`src/rtl/bus_arbiter_rr_pkg.sv`:
```
// Shared definitions for the round-robin bus arbiter: FSM state type and
// request/response slot width helpers reused by the top and its users.
package bus_arbiter_rr_pkg;

    typedef enum logic {
        ST_IDLE = 1'b0,
        ST_BUSY = 1'b1
    } arb_state_e;

    // Request slot layout, MSB first: {valid, address, wdata, wstrb}.
    function automatic int unsigned req_width(input int unsigned addr_w,
                                              input int unsigned data_w);
        return 1 + addr_w + data_w + data_w / 8;
    endfunction

    // Response slot layout, MSB first: {rdata, ready}.
    function automatic int unsigned resp_width(input int unsigned data_w);
        return data_w + 1;
    endfunction

endpackage

```
`src/rtl/bus_arbiter_rr_prio_enc.sv`:
```
// Rotating-priority search: first set bit of req at or above ptr, wrapping
// from N-1 back to 0. Purely combinational.
module rr_prio_enc #(
    parameter int unsigned N     = 2,
    parameter int unsigned IDX_W = $clog2(N)
) (
    input  logic [N-1:0]     req,
    input  logic [IDX_W-1:0] ptr,
    output logic [IDX_W-1:0] idx,
    output logic             any
);

    int unsigned pos;

    always_comb begin
        idx = '0;
        any = 1'b0;
        pos = 0;
        for (int unsigned k = 0; k < N; k++) begin
            pos = (32'(ptr) + k) % N;
            if (!any && req[pos]) begin
                any = 1'b1;
                idx = IDX_W'(pos);
            end
        end
    end

endmodule

```
`src/rtl/bus_arbiter_rr.sv`:
```
// Two-state round-robin arbiter sharing one slave among N_MASTERS masters;
// the winner is registered in IDLE and owns the slave until ready or abort.
module bus_arbiter_rr
    import bus_arbiter_rr_pkg::*;
#(
    parameter  int unsigned N_MASTERS = 2,
    parameter  int unsigned ADDR_W    = 32,
    parameter  int unsigned DATA_W    = 32,
    localparam int unsigned REQ_W     = req_width(ADDR_W, DATA_W),
    localparam int unsigned RESP_W    = resp_width(DATA_W),
    localparam int unsigned GNT_W     = $clog2(N_MASTERS)
) (
    input  logic                          clk,
    input  logic                          rst,
    input  logic [N_MASTERS*REQ_W-1:0]    m_req,
    output logic [N_MASTERS*RESP_W-1:0]   m_resp,
    output logic [REQ_W-1:0]              s_req,
    input  logic [RESP_W-1:0]             s_resp,
    output logic [GNT_W-1:0]              grant,
    output logic                          busy
);

    logic [N_MASTERS-1:0][REQ_W-1:0]  slot;
    logic [N_MASTERS-1:0][RESP_W-1:0] resp;
    logic [N_MASTERS-1:0]             valid;

    arb_state_e       state_q, state_d;
    logic [GNT_W-1:0] grant_q, grant_d;
    logic [GNT_W-1:0] ptr_q, ptr_d;
    logic [GNT_W-1:0] win_idx, ptr_next;
    logic             win_any;

    assign slot   = m_req;
    assign m_resp = resp;
    assign grant  = grant_q;
    assign busy   = (state_q == ST_BUSY);

    always_comb begin
        valid = '0;
        for (int unsigned i = 0; i < N_MASTERS; i++) begin
            valid[i] = slot[i][REQ_W-1];
        end
    end

    rr_prio_enc #(
        .N     (N_MASTERS),
        .IDX_W (GNT_W)
    ) u_prio (
        .req (valid),
        .ptr (ptr_q),
        .idx (win_idx),
        .any (win_any)
    );

    // Explicit wrap keeps ptr in range for non-power-of-two master counts.
    assign ptr_next = (grant_q == GNT_W'(N_MASTERS - 1)) ? '0 : grant_q + 1'b1;

    always_comb begin
        state_d = state_q;
        grant_d = grant_q;
        ptr_d   = ptr_q;
        case (state_q)
            ST_IDLE: begin
                if (win_any) begin
                    state_d = ST_BUSY;
                    grant_d = win_idx;
                end
            end
            ST_BUSY: begin
                // Completion (ready) and abort (owner dropped valid) retire alike.
                if (s_resp[0] || !valid[grant_q]) begin
                    state_d = ST_IDLE;
                    ptr_d   = ptr_next;
                end
            end
            default: state_d = ST_IDLE;
        endcase
    end

    always_ff @(posedge clk or negedge rst) begin
        if (!rst) begin
            state_q <= ST_IDLE;
            grant_q <= '0;
            ptr_q   <= '0;
        end else begin
            state_q <= state_d;
            grant_q <= grant_d;
            ptr_q   <= ptr_d;
        end
    end

    always_comb begin
        s_req = '0;
        resp  = '0;
        if (state_q == ST_BUSY) begin
            s_req         = slot[grant_q];
            resp[grant_q] = s_resp;
        end
    end

endmodule

```
`config.mk`:
```
export PLATFORM = sky130hd
export DESIGN_NAME = bus_arbiter_rr
export DESIGN_NICKNAME = d
export VERILOG_FILES = /design/src/rtl/bus_arbiter_rr_pkg.sv /design/src/rtl/bus_arbiter_rr_prio_enc.sv /design/src/rtl/bus_arbiter_rr.sv
export SDC_FILE = /design/constraint.sdc
export NUM_CORES = 1
export LEC_CHECK = 0
export CORE_AREA = 2 2 121 123
export CTS_BUF_LIST = sky130_fd_sc_hd__clkbuf_2 sky130_fd_sc_hd__clkbuf_4 sky130_fd_sc_hd__clkbuf_8
export DETAILED_ROUTE_END_ITERATION = 6
export DIE_AREA = 0 0 123 125
export GPL_ROUTABILITY_DRIVEN = 0
export PLACE_DENSITY = 0.54
export SETUP_SLACK_MARGIN = 0.02
export SLEW_MARGIN = 20
export SYNTH_ARGS = -nofsm -noshare
export SYNTH_HDL_FRONTEND = slang
export SYNTH_SLANG_ARGS = --single-unit
```
`constraint.sdc`:
```
create_clock -name clk -period 1.35 [get_ports clk]
set_input_delay 0.2025 -clock clk [delete_from_list [all_inputs] [get_ports clk]]
set_output_delay 0.2025 -clock clk [all_outputs]
set_load 0.01 [all_outputs]
```
==> results.txt <==
----------------------------------------------------
[Yosys]
  Post-synthesis sequential area ratio ... 4.02%
  Share of synthesized area spent on multiplexers ... 36.9%
  Yosys warnings ... 0
  Avg Cell Area, Syn ... 7.60 sq um
  Area of the mapped netlist ... 1870 sq um
  XOR/XNOR share of the synthesized area ... 0%
  Gate count of the mapped netlist ... 246
  Simple-Gate Fraction of Synth Area ... 47.7%
  Combinational family with the most area after synthesis ... simple AND/OR/NAND/NOR gates
  Area share of fa/ha/maj cells after synthesis ... 0%
  Number of register bits inferred by synthesis ... 3
  Netlist cell types ... 19
  Share of the synthesized area in compound gates (AO/OA/AOI/OAI) ... 1.74%
  Number of nets produced by synthesis ... 419

[Worst setup path]
  Source of the worst register-to-register timing path ... grant
  Arr. time, crit path ... 1.54 ns
  R2R cell count ... 5
  CP Capture Type ... primary output
  Worst setup path endpoint ... s_req[66]
  Largest driver fanout on the critical path ... 8
  Kind of start point of the critical path ... flip-flop
  Worst setup path class ... flip-flop to primary output
  Worst flop-to-flop path endpoint ... ptr_q
  Required time of the critical path ... 1.15 ns
  Critical path launch point ... grant
  Minimum setup slack among reg-to-reg paths ... 0.07 ns

[Finish]
  Number of fill cells in the layout ... 1514
  Layout Cells excl Fill ... 750
  Flip-flop and latch area ... 80.1 sq um
  Layout cell share with drive strength beyond 1 ... 36.4%
  Share of the core filled with cells ... 36.5%
  Final nets ... 740
  Multi-input logic area ... 1750 sq um
  Most common cell after layout, fill and taps aside ... sky130_fd_sc_hd__clkdlybuf4s50_1
  Area grow syn2layout ... 177%
  Final instance area ... 5180 sq um
  Antenna diode instance count ... 0
  Top library cells by usage in the layout, fill and taps aside ... 172 x sky130_fd_sc_hd__clkdlybuf4s50_1, 100 x sky130_fd_sc_hd__buf_2, 62 x sky130_fd_sc_hd__nor2b_1

[CTS]
  Total clock sinks ... 3
  Total of hold buffers inserted after clock tree synthesis ... 0
  Largest buffer count on any clock path ... 2
  Insertion delay of the later-clocked pin in the worst-skew pair ... 0.22 ns
  TritonCTS clock tree ... done
  Clk Tree Root Cell ... sky130_fd_sc_hd__clkbuf_8
  Clock edge transition at the registers on the reported setup and hold paths ... 0.03 ns
  CTS buffer count ... 3
  Number of H-tree branching levels ... 1

[Power]
  Leakage component of the power ... 2.55 nW
  Pwr/cell area ... 1350 nW/um^2
  Max VDD drop ... 581 uV
  Sum of internal, switching and leakage power ... 6.98 mW

[Die]
  Die width ... 123 microns
  Boundary Pins ... 310
  Number of cell rows ... 44
  Starting density of the core ... 13.2%
  CORE AREA ... 14200 sq um
  Die area ... 15400 sq um
  Vertical extent of the die ... 125 microns

[Detailed routing]
  Routed vias ... 2962
  Initial detailed-routing violation count ... 23
  Post-route DRC ... 0
  Antenna-violating nets left ... 0
  Overall routed net length ... 11500 microns
  First drt pass iteration count ... 4
  Wire length per cell after detailed routing ... 15.4 microns
  Average via count per standard cell ... 3.95

[Timing]
  Min Clock Period, post-route ... 1.74 ns
  Skew final ... 0.000450 ns
  Maximum clock frequency ... 574 MHz
  Hold violation count in the final report ... 0
  Hold slack ... 0.178 ns
  Slew Limit Fails ... 0
  Setup violations, final ... 136
  Final setup margin ... -0.392 ns
  Period utilisation layout ... 129%
  Slew at the pin closest to its max-slew limit ... 0.237 ns
  Setup TNS Final ... -35.62 ns
  Max_slew headroom ... 84.2%
  Setup repair after global routing missed its margin ... true

[Placement]
  Post-Place Worst Slack ... -0.518 ns
  Placed Cells incl. Taps ... 731
  Estimated wirelength of the detail-placed design ... 9400 microns
  Placed cell areas ... 5260 sq um
  I/O Buffers ... 309

[Global routing]
  Initial antenna violation count ... 0
  Via count of the first global-routing pass ... 3116
  Wire length of the first global-routing pass ... 16300 microns
  Maximum number of pins on one net before global-route repair ... 67
  GRT Residual Overflow ... 0
  Total GRT Usage ... 13.5%

[Run status]
  Run status ... finished, violations left
  Violated checks ... negative setup slack

[Worst hold path]
  Type of the tightest min-delay check ... primary input to async pin

[Job]
  Max-cap viol count ... 0

----------------------------------------------------
flip-flops by register name, summed over array words and instances (netlist names):
register  cells
busy          1
grant         1
ptr_q         1
where the power goes:
group	leakage [nW]	total, mW	switching, mW	internal, mW
logic	2.50	6.51	2.84	3.66
registers	0.0323	0.181	0.0405	0.141
clock network	0.0262	0.288	0.0656	0.222
how the worst min path moves through the flow:
stage                     cells after the start  endpoint  slack (ns)
after floorplan                               0      busy       -0.09
after global placement                        1     grant        0.40
after detailed placement                      1     ptr_q        0.40
after CTS                                     1     grant        0.17
after global routing                          1     ptr_q        0.18
final                                         1     ptr_q        0.18
cell usage after synthesis:
master                      number  share of area (%)
sky130_fd_sc_hd__a21boi_1        1               0.40
sky130_fd_sc_hd__a221o_1         1               0.54
sky130_fd_sc_hd__a2bb2oi_1       1               0.47
sky130_fd_sc_hd__and2_1         32                 11
sky130_fd_sc_hd__and3_1         33                 11
sky130_fd_sc_hd__buf_12          2                2.1
sky130_fd_sc_hd__buf_2           3               0.80
sky130_fd_sc_hd__buf_4           7                2.8
sky130_fd_sc_hd__buf_8           1               0.80
sky130_fd_sc_hd__clkbuf_1       11                2.2
sky130_fd_sc_hd__clkbuf_2        3               0.80
sky130_fd_sc_hd__dfrtp_1         3                4.0
sky130_fd_sc_hd__mux2i_1        69                 37
sky130_fd_sc_hd__nand2_1         2               0.40
sky130_fd_sc_hd__nand2b_1        1               0.33
sky130_fd_sc_hd__nor2_1          2               0.40
sky130_fd_sc_hd__nor2b_1        72                 24
sky130_fd_sc_hd__nor2b_4         1               0.74
sky130_fd_sc_hd__o22ai_1         1               0.33
timing repair:
action,CTS,global route
resized for setup,514,58
pin swaps,7,2
endpoints found under the setup margin,137,138
gates cloned,1,3
setup buffers,4,8
routing by layer:
metal	vias to the layer above	global-route usage [%]	part of all wire, %
met1	1323	13.6	36
met4	0	1.94	0.96
li1	1467	-	-
met5	-	0	0
met3	10	4.15	9.6
met2	162	26.9	54
worst max-delay path: stages, from the launching register on:
cell and delay (ns):
sky130_fd_sc_hd__dfrtp_4 0.48, sky130_fd_sc_hd__buf_12 0.16, sky130_fd_sc_hd__buf_4 0.14, sky130_fd_sc_hd__clkbuf_16 0.15, sky130_fd_sc_hd__mux2i_1 0.12, sky130_fd_sc_hd__nor2b_1 0.12, sky130_fd_sc_hd__buf_2 0.14
cells by family (layout without fill, tap and decap cells):
kind of cell    Yosys count  in the layout
compound gates            4              4
buf+inv                  27            347
flops                     3              3
mux                      69             69
simple gates            143            143
final cells by class:
| class | instances | area share [%] |
|---|---|---|
| flip-flops and latches | 3 | 1.55 |
| clock buffers | 4 | 0.942 |
| well taps | 184 | 4.44 |
| multi-input cells | 216 | 33.8 |
| repair buffers | 343 | 59.3 |
(Power assumes the default switching activity.)
